--- config.mk ---
export PLATFORM = sky130hd
export DESIGN_NAME = temp_poll_sequencer
export DESIGN_NICKNAME = d
export VERILOG_FILES = /design/src/rtl/temp_poll_sequencer.sv
export SDC_FILE = /design/constraint.sdc
export NUM_CORES = 1
export LEC_CHECK = 0
export ABC_AREA = 0
export CORE_ASPECT_RATIO = 2
export CORE_MARGIN = 4
export CORE_UTILIZATION = 52
export DETAILED_ROUTE_END_ITERATION = 6
export HOLD_SLACK_MARGIN = 0.06
export PLACE_DENSITY = 0.77
export RECOVER_POWER = 50
export SLEW_MARGIN = 20
export SYNTH_ARGS = -nofsm -noshare
export SYNTH_HDL_FRONTEND = slang
export SYNTH_SLANG_ARGS = --single-unit
--- constraint.sdc ---
create_clock -name clk -period 2.4 [get_ports clk]
set_input_delay 0.36 -clock clk [delete_from_list [all_inputs] [get_ports clk]]
set_output_delay 0.36 -clock clk [all_outputs]
set_load 0.02 [all_outputs]
--- src/rtl/temp_poll_sequencer.sv ---
// Periodic 2-byte temperature poller driving a shared I2C master.
// Define TEMP_AVG_EN for a signed 4-sample moving average on temp_raw.
module temp_poll_sequencer #(
  parameter logic [6:0] SLAVE_ADDR     = 7'h4B,
  parameter int         POLL_CYCLES    = 50_000_000,
  parameter int         TIMEOUT_CYCLES = 1_000_000
) (
  input  logic        clk,
  input  logic        reset_n,
  input  logic        run,
  output logic        i2c_ena,
  output logic [6:0]  i2c_addr,
  output logic        i2c_rw,
  input  logic        i2c_busy,
  input  logic [7:0]  i2c_data_rd,
  input  logic        i2c_ack_error,
  output logic [15:0] temp_raw,
  output logic        temp_valid,
  output logic        err
);

  localparam int PW = (POLL_CYCLES > 2) ? $clog2(POLL_CYCLES) : 1;
  localparam int TW = (TIMEOUT_CYCLES > 2) ? $clog2(TIMEOUT_CYCLES) : 1;
  localparam logic [PW-1:0] POLL_LOAD = PW'(POLL_CYCLES - 1);
  localparam logic [TW-1:0] TO_LOAD   = TW'(TIMEOUT_CYCLES - 1);

  typedef enum logic [2:0] {
    IDLE, REQ, BYTE0, BYTE1, DONE, ABORT
  } state_t;

  state_t        r_state;
  logic          r_busy_q;
  logic [PW-1:0] r_poll;
  logic [TW-1:0] r_to;
  logic          r_ena;
  logic          r_err;
  logic [7:0]    r_msb;
  logic [7:0]    r_lsb;
  logic [15:0]   r_raw;
  logic          r_valid;

  logic w_busy_rise;
  logic w_busy_fall;
  logic w_to_zero;
  logic w_start;

  assign i2c_addr   = SLAVE_ADDR;
  assign i2c_rw     = 1'b1;
  assign i2c_ena    = r_ena;
  assign err        = r_err;
  assign temp_raw   = r_raw;
  assign temp_valid = r_valid;

  assign w_busy_rise = i2c_busy & ~r_busy_q;
  assign w_busy_fall = ~i2c_busy & r_busy_q;
  assign w_to_zero   = (r_to == '0);
  assign w_start     = (r_state == IDLE) && run && (r_poll == '0);

  // Previous busy level for edge detection.
  always_ff @(posedge clk or negedge reset_n) begin
    if (!reset_n) r_busy_q <= 1'b0;
    else          r_busy_q <= i2c_busy;
  end

  // Poll interval timer: runs only while idle and enabled, reloads on start.
  always_ff @(posedge clk or negedge reset_n) begin
    if (!reset_n) begin
      r_poll <= POLL_LOAD;
    end else if (w_start) begin
      r_poll <= POLL_LOAD;
    end else if ((r_state == IDLE) && run) begin
      r_poll <= r_poll - 1'b1;
    end
  end

  // Transaction FSM with timeout watchdog; every state change reloads it.
  always_ff @(posedge clk or negedge reset_n) begin
    if (!reset_n) begin
      r_state <= IDLE;
      r_to    <= TO_LOAD;
      r_ena   <= 1'b0;
      r_err   <= 1'b0;
      r_msb   <= '0;
      r_lsb   <= '0;
    end else begin
      r_to <= w_to_zero ? r_to : r_to - 1'b1;
      unique case (r_state)
        IDLE: begin
          if (w_start) begin
            r_state <= REQ;
            r_ena   <= 1'b1;
            r_to    <= TO_LOAD;
          end
        end
        REQ: begin
          if (i2c_ack_error || w_to_zero) begin
            r_state <= ABORT;
            r_ena   <= 1'b0;
            r_to    <= TO_LOAD;
          end else if (w_busy_rise) begin
            r_state <= BYTE0;
            r_to    <= TO_LOAD;
          end
        end
        BYTE0: begin
          if (i2c_ack_error || w_to_zero) begin
            r_state <= ABORT;
            r_ena   <= 1'b0;
            r_to    <= TO_LOAD;
          end else if (w_busy_rise) begin
            r_msb   <= i2c_data_rd;
            r_ena   <= 1'b0;
            r_state <= BYTE1;
            r_to    <= TO_LOAD;
          end
        end
        BYTE1: begin
          if (i2c_ack_error || w_to_zero) begin
            r_state <= ABORT;
            r_ena   <= 1'b0;
            r_to    <= TO_LOAD;
          end else if (w_busy_fall) begin
            r_lsb   <= i2c_data_rd;
            r_state <= DONE;
            r_to    <= TO_LOAD;
          end
        end
        DONE: begin
          r_err   <= 1'b0;
          r_state <= IDLE;
          r_to    <= TO_LOAD;
        end
        ABORT: begin
          if (w_to_zero || !i2c_busy) begin
            r_err   <= 1'b1;
            r_state <= IDLE;
            r_to    <= TO_LOAD;
          end
        end
        default: begin
          r_state <= IDLE;
          r_ena   <= 1'b0;
          r_to    <= TO_LOAD;
        end
      endcase
    end
  end

`ifdef TEMP_AVG_EN
  logic [15:0] r_hist [4];
  logic        r_primed;
  logic        r_pend;
  logic [17:0] w_sum;

  // Signed sum of the history window.
  always_comb begin
    w_sum = '0;
    for (int i = 0; i < 4; i++) begin
      w_sum = w_sum + {{2{r_hist[i][15]}}, r_hist[i]};
    end
  end

  // History update on DONE, then publish the average one edge later.
  always_ff @(posedge clk or negedge reset_n) begin
    if (!reset_n) begin
      for (int i = 0; i < 4; i++) r_hist[i] <= '0;
      r_primed <= 1'b0;
      r_pend   <= 1'b0;
      r_raw    <= '0;
      r_valid  <= 1'b0;
    end else begin
      r_pend  <= 1'b0;
      r_valid <= 1'b0;
      if (r_state == DONE) begin
        if (!r_primed) begin
          for (int i = 0; i < 4; i++) r_hist[i] <= {r_msb, r_lsb};
          r_primed <= 1'b1;
        end else begin
          r_hist[0] <= {r_msb, r_lsb};
          for (int i = 1; i < 4; i++) r_hist[i] <= r_hist[i-1];
        end
        r_pend <= 1'b1;
      end
      if (r_pend) begin
        r_raw   <= w_sum[17:2];
        r_valid <= 1'b1;
      end
    end
  end
`else
  // Publish the assembled reading on the DONE edge.
  always_ff @(posedge clk or negedge reset_n) begin
    if (!reset_n) begin
      r_raw   <= '0;
      r_valid <= 1'b0;
    end else begin
      r_valid <= (r_state == DONE);
      if (r_state == DONE) r_raw <= {r_msb, r_lsb};
    end
  end
`endif

endmodule

==> impl_metrics.csv, run 1 <==
group,metric,value,unit
worst_setup_path,path_delay_family,"simple AND/OR/NAND/NOR gates",
worst_setup_path,cp_max_fo,6,
place,place.gp.congestion,0.944,
flow_run,cap_violations,0,
timing,clock_skew,0.0109,ns
grt,grt_pass1_wl,16900,um
synthesis,async_flop_share,100,%
worst_setup_path,critical-path-max-stage-delay,0.61,ns
worst_setup_path,worstPathRequired,2.67,ns
worst_setup_path,start_kind,"flip-flop",
clock_network,clock_sinks,85,
clock_network,cts_htree_levels,3,
worst_setup_path,crit_top_cell,"or4_4",
detailed_routing,totalWireLength,10100,um
clock_network,cts_buffers,9,
floorplan,die_w,72.9,um
detailed_routing,wl_per_cell,17.9,um
worst_setup_path,worstSetupEndpointType,"flip-flop",
floorplan,coreArea,8230,um^2
timing,finalCritPeriodShare,98.7,%
grt,overflow,0,
synthesis,ys_seq_area_share,49.4,%
synthesis,ys_ff_latch,85,
grt,grt_max_degree,45,
worst_setup_path,r2r_slack,0.03,ns
layout,design_area,5250,um^2
worst_setup_path,crit_chain,"or4_4 > or3_4 > or4_4 > and2_4 > o22ai_2",
layout,drive_gt1_share,28.1,%
worst_setup_path,cp_num_buf_inv,0,
clock_network,tritoncts,"done",
synthesis,synthDistinctLibCells,61,
detailed_routing,antenna_left,0,
timing,tightest_slew,1.04,ns
timing,report.final.slew_viol_count,0,
detailed_routing,vias,3356,
place,placed_cell_area,4890,um^2
detailed_routing,viasPerCell,5.94,
power,power_density,1170,nW/um^2
layout,syn2layout_area_growth,19.8,%
synthesis,synthFlopType,"dfrtp_1",
layout,nets,478,
layout,fill_cells,651,
clock_network,cts_buffer_depth,2,
layout,antenna_cells,0,
grt,grt_util_all_layers,22.1,%
place,port_buffers,31,
timing,period_needed,2.37,ns
floorplan,dieArea,10100,um^2
timing,hold_violations,0,
clock_network,clkTransAtPathRegs,0.07,ns
min_path,hp-class,"flip-flop to flip-flop",
floorplan,ios,40,
grt,grt_pass1_vias,3523,
worst_setup_path,crit_type,"flip-flop to flip-flop",
floorplan,rows,47,
synthesis,synth_area,4380,um^2
timing,setup_violations,0,
floorplan,start_util,53.2,%
timing,tns,0,ns
synthesis,synth_edf_count,0,
place,dp_hpwl,7300,um
worst_setup_path,arrival,2.64,ns
synthesis,ys_warn_count,0,
status,outcome,"complete, no violations",
detailed_routing,dr.pass1.iters,4,
grt,antenna_found_initial,0,
power,vdd_drop_max,756,uV
power,cellLeakagePower,0.00223,uW
worst_setup_path,crit_slowest_cell,"or4_4",
synthesis,synth.avg_cell_area,10.7,um^2
detailed_routing,drtIter0Drc,204,
timing,max_freq,422,MHz
detailed_routing,drc,0,
floorplan,die_h,138,um
synthesis,syn_inst,411,
clock_network,clk_latency,0.35,ns
clock_network,clockRootBuffer,"clkbuf_16",
timing,max_slew_margin,31.0,%
==> sequential cells by signal (all words and copies together) (netlist names) <==
signal      cells
r_to           20
r_poll         26
i2c_ena         1
temp_valid      1
r_busy_q        1
err             1
r_state         3
r_lsb           8
r_msb           8
temp_raw       16
==> placed cells by master (no fill, tap or decap), types with 6 or more instances in the layout <==
cell type,synthesis,final
dfrtp_1,55,55
nor2_1,34,34
mux2_2,32,32
dfstp_2,30,30
clkdlybuf4s50_1,0,27
buf_4,8,27
o21ai_0,21,20
nand2_1,17,17
xnor2_1,17,17
nor4_1,16,16
nor3_1,16,16
xor2_1,13,13
inv_1,10,10
nand3_1,10,10
o211ai_1,9,9
clkbuf_16,0,9
or3_1,9,8
conb_1,2,8
a21oi_1,7,7
o31ai_1,6,6
==> stage by stage <==
step	total power (uW)	hold slack [ns]	setup slack, ns	utilization, %	cells
after floorplan	3900	0.0644	0.0341	-	417
final	6140	0.502	0.0302	63.8	565
after CTS	6110	0.499	0.00740	63.2	562
after global placement	4610	0.381	0.0114	59.4	545
after detailed placement	4680	0.387	-0.0462	59.4	545
after global routing	6500	0.521	-0.0194	63.8	565
==> worst register-to-register path, cell delays in order, from the launching register on <==
cell     delay, ns
dfstp_2       0.38
or4_4         0.54
or3_4         0.47
or4_4         0.61
and2_4        0.18
o22ai_2       0.11
==> where the power goes <==
group,switching (uW),total (uW),internal (uW)
combinational,1280,2410,1120
clock,648,1390,741
sequential,353,2350,1990
==> timing repair <==
item,4_1_cts,5_1_grt
hold buffers,1,0
gates cloned,0,0
gates resized for setup,1,9
endpoints found under the hold margin,40,0
pin swaps,0,2
buffers inserted,0,3
setup endpoints to repair,8,31
==> cell type report <==
| class | count | area, um^2 | share of cell area [%] |
|---|---|---|---|
| Timing Repair Buffer | 62 | 549 | 10.5 |
| Clock inverter | 7 | 76.3 | 1.45 |
| Inverter | 11 | 41.3 | 0.786 |
| Tap cell | 98 | 123 | 2.34 |
| Sequential cell | 85 | 2160 | 41.2 |
| Clock buffer | 9 | 225 | 4.29 |
| Multi-Input combinational cell | 293 | 2070 | 39.4 |
==> worst paths after layout <==
| path | startpoint | to | depth (start not counted) |
|---|---|---|---|
| min reg2reg | r_poll[19]$_DFFE_PN1P_ | r_poll[19]$_DFFE_PN1P_ | 2 |
| max in group asynchronous | reset_n | r_poll[2]$_DFFE_PN1P_ | 3 |
| max reg2reg | r_poll[5]$_DFFE_PN1P_ | r_state[2]$_DFFE_PN0P_ | 5 |
| min in group asynchronous | reset_n | r_lsb[6]$_DFFE_PN0P_ | 2 |
| min | r_poll[19]$_DFFE_PN1P_ | r_poll[19]$_DFFE_PN1P_ | 2 |
| max | r_poll[5]$_DFFE_PN1P_ | r_state[2]$_DFFE_PN0P_ | 5 |
==> cell families (layout without fill, tap and decap cells) <==
group	Yosys count	after routing	share of synthesized area (%)
buffers and inverters	39	89	4.60
AOI/OAI and AO/OA	75	75	11.9
other	2	8	0.171
xor gates and xnor gates	30	30	5.99
muxes	33	33	8.45
DFF	85	85	49.4
adders and majority gates	3	3	0.857
and+or+nand+nor	144	144	18.6
==> cell usage after synthesis (3+ instances only) <==
cell,n,share of area [%]
xnor2_1,17,3.4
nand2_1,17,1.5
o211ai_1,9,1.5
nor2b_1,3,0.43
ha_1,3,0.86
nor3_1,16,1.8
a31oi_1,3,0.43
buf_4,8,1.4
nor3b_1,3,0.51
clkbuf_1,13,1.1
or4_1,3,0.51
nor4_1,16,2.3
nand3_1,10,1.1
buf_6,3,0.77
nand2b_1,4,0.57
xor2_1,13,2.6
nand3b_1,3,0.51
dfstp_2,30,18
a211oi_1,4,0.69
nor2_1,34,2.9
dfrtp_1,55,31
o2111ai_1,3,0.60
o31ai_1,6,1.0
o41ai_1,3,0.60
and3_1,4,0.57
o21ai_0,21,2.4
mux2_2,32,8.2
or2_2,5,0.71
or3_1,9,1.3
a21oi_1,7,0.80
inv_1,10,0.86
and2_1,3,0.43
==> layer usage <==
layer | up-vias | part of all wire [%] | global-route usage (%)
met1 | 1675 | 37 | 23.1
met2 | 70 | 57 | 39.6
met4 | 0 | 3.3 | 12.1
li1 | 1584 | - | -
met5 | - | 0 | 0
met3 | 27 | 3.1 | 5.41
No activity file was read; power rests on OpenSTA's default activity.
==> run 2, diff against run 1 <==
--- a/config.mk
+++ b/config.mk
@@ -17,3 +17,4 @@
 export SYNTH_ARGS = -nofsm -noshare
 export SYNTH_HDL_FRONTEND = slang
 export SYNTH_SLANG_ARGS = --single-unit
+export TNS_END_PERCENT = 5
==> run 2 against run 1 <==
Effect of this change:
- global-route usage is the same
- clock skew hardly changed
- worst hold slack got worse by 0.0015 ns
- design area shrank 0.88%
- maximum frequency is 1.1% higher
- non-clock buffer count is 3 lower
==> impl_metrics.csv, run 2 (synthesis gave the netlist of run 1 again) <==
group,metric,value,unit
place,dpl_worst_slack,-0.0462,ns
power,power_density,1170,nW/um^2
worst_setup_path,path_delay_family,"simple AND/OR/NAND/NOR gates",
timing,rsz0062_at_grt,"no",
grt,grt_use_met1,23.1,%
floorplan,rows,47,
grt,grt_util_all_layers,22.1,%
grt,grt_pass1_wl,16900,um
worst_setup_path,cp_num_buf_inv,0,
power,p_switching,2260,uW
worst_setup_path,worstSetupEndpointType,"flip-flop",
timing,period_needed,2.34,ns
grt,overflow,0,
clock_network,cts_buffers,9,
worst_setup_path,critical-path-max-stage-delay,0.60,ns
detailed_routing,viasPerCell,5.86,
detailed_routing,totalWireLength,9930,um
place,dp_hpwl,7300,um
grt,busiest_layer,"met2",
detailed_routing,antenna_left,0,
worst_setup_path,crit_top_cell,"or4_4",
detailed_routing,drc,0,
worst_setup_path,start_kind,"flip-flop",
grt,grt_max_degree,45,
clock_network,clk_latency,0.35,ns
floorplan,die_h,138,um
clock_network,cts_setup_buffers,0,
place,port_buffers,31,
status,outcome,"complete, no violations",
timing,timing.final.ws_setup,0.0569,ns
timing,max_slew_margin,31.4,%
layout,syn2layout_area_growth,18.7,%
worst_setup_path,crit_type,"flip-flop to flip-flop",
timing,setup_violations,0,
layout,nets,475,
layout,final_cells,562,
place,dpl.cell_count,545,
clock_network,cts_buffer_depth,2,
power,power.internal,3810,uW
layout,largest_reg_flops,26,
layout,layout_common_cells,"55 x dfrtp_1, 34 x nor2_1, 32 x mux2_2, 30 x dfstp_2",
power,seqPwrFrac,38.8,%
timing,clock_skew,0.0108,ns
place,placed_cell_area,4890,um^2
layout,drive_gt1_share,27.2,%
grt,antenna_found_initial,0,
min_path,hp-class,"flip-flop to flip-flop",
worst_setup_path,cp_max_fo,14,
timing,finalCritPeriodShare,97.6,%
timing,tightest_slew,1.03,ns
timing,hold_violations,0,
power,cellLeakagePower,0.00221,uW
place,place.gp.congestion,0.944,
layout,utilization,63.2,%
clock_network,clock_sinks,85,
layout,largest_register,"r_poll",
grt,grtUsageMet2,39.6,%
power,vdd_drop_max,753,uV
clock_network,tritoncts,"done",
layout,design_area,5200,um^2
detailed_routing,drtIter0Drc,196,
worst_setup_path,crit_slowest_cell,"or4_4",
detailed_routing,dr.pass1.iters,5,
worst_setup_path,arrival,2.60,ns
floorplan,coreArea,8230,um^2
flow_run,cap_violations,0,
floorplan,dieArea,10100,um^2
layout,antenna_cells,0,
grt,grtUsageMet3,5.41,%
timing,whs,0.500,ns
worst_setup_path,worstPathRequired,2.65,ns
power,comb_power_share,38.3,%
worst_setup_path,crit_chain,"or4_4 > or3_4 > or4_4 > and2_4 > o21ai_0",
detailed_routing,vias,3296,
detailed_routing,wl_per_cell,17.7,um
clock_network,clkTransAtPathRegs,0.07,ns
power,clockPowerShare,22.9,%
floorplan,ios,40,
clock_network,cts_htree_levels,3,
layout,mostFrequentLayoutCell,"dfrtp_1",
timing,max_freq,427,MHz
floorplan,start_util,53.2,%
power,p_sw_share,37.2,%
timing,report.final.slew_viol_count,0,
grt,grt_pass1_vias,3523,
clock_network,clockRootBuffer,"clkbuf_16",
floorplan,die_w,72.9,um
[run 2: power groups by stage]
stage               registers [uW]  logic (uW)  clock network, uW
CTS                           2350        2340               1420
global route                  2420        2530               1480
global placement              2330        2280                  0
floorplan                     2390        1510                  0
detailed placement            2370        2320                  0
finish                        2360        2320               1390
[run 2: final timing paths]
kind,startpoint,to,slack [ns],depth (start not counted)
hold / removal,r_poll[19]$_DFFE_PN1P_,r_poll[19]$_DFFE_PN1P_,0.50,2
setup reg to reg,r_poll[5]$_DFFE_PN1P_,r_to[17]$_DFF_PN1_,0.06,5
setup / recovery,r_poll[5]$_DFFE_PN1P_,r_to[17]$_DFF_PN1_,0.06,5
max in group asynchronous,reset_n,r_poll[2]$_DFFE_PN1P_,0.45,3
min in group asynchronous,reset_n,r_lsb[6]$_DFFE_PN0P_,0.72,2
hold reg to reg,r_poll[19]$_DFFE_PN1P_,r_poll[19]$_DFFE_PN1P_,0.50,2
[run 2: tightest hold or removal path: cells and delay by family, from the launching register on]
kind / cells / cell delay (ns)
flip-flops: 1 / 0.37
AO/OA/AOI/OAI: 1 / 0.05
AND/OR/NAND/NOR: 1 / 0.07
[run 2: stage by stage]
step / TNS [ns] / total power, uW
global route: 0 / 6430
global placement: 0 / 4610
detailed placement: -0.328 / 4680
finish: 0 / 6070
CTS: 0 / 6110
floorplan: 0 / 3900
[run 2: routing by layer]
metal  vias up  routed length, um
met2        69               5610
met3        27                305
met1      1621               3680
li1       1579                  -
met5         -                  0
met4         0                331
[run 2: area by class of cell]
class	instances	area, um^2
fill	659	3030
sequential	85	2160
multi-input combinational	293	2060
timing repair buffer	59	514
clock buffer	9	225
tap	98	123
clock inverter	7	76.3
inverter	11	41.3
[run 2: timing repair]
| item | CTS | global route |
|---|---|---|
| endpoints found under the hold margin | 40 | 0 |
| setup endpoints to repair | 8 | 31 |
| gates cloned | 0 | 0 |
| pin swaps | 0 | 1 |
| hold buffers | 1 | 0 |
| resized for setup | 1 | 6 |
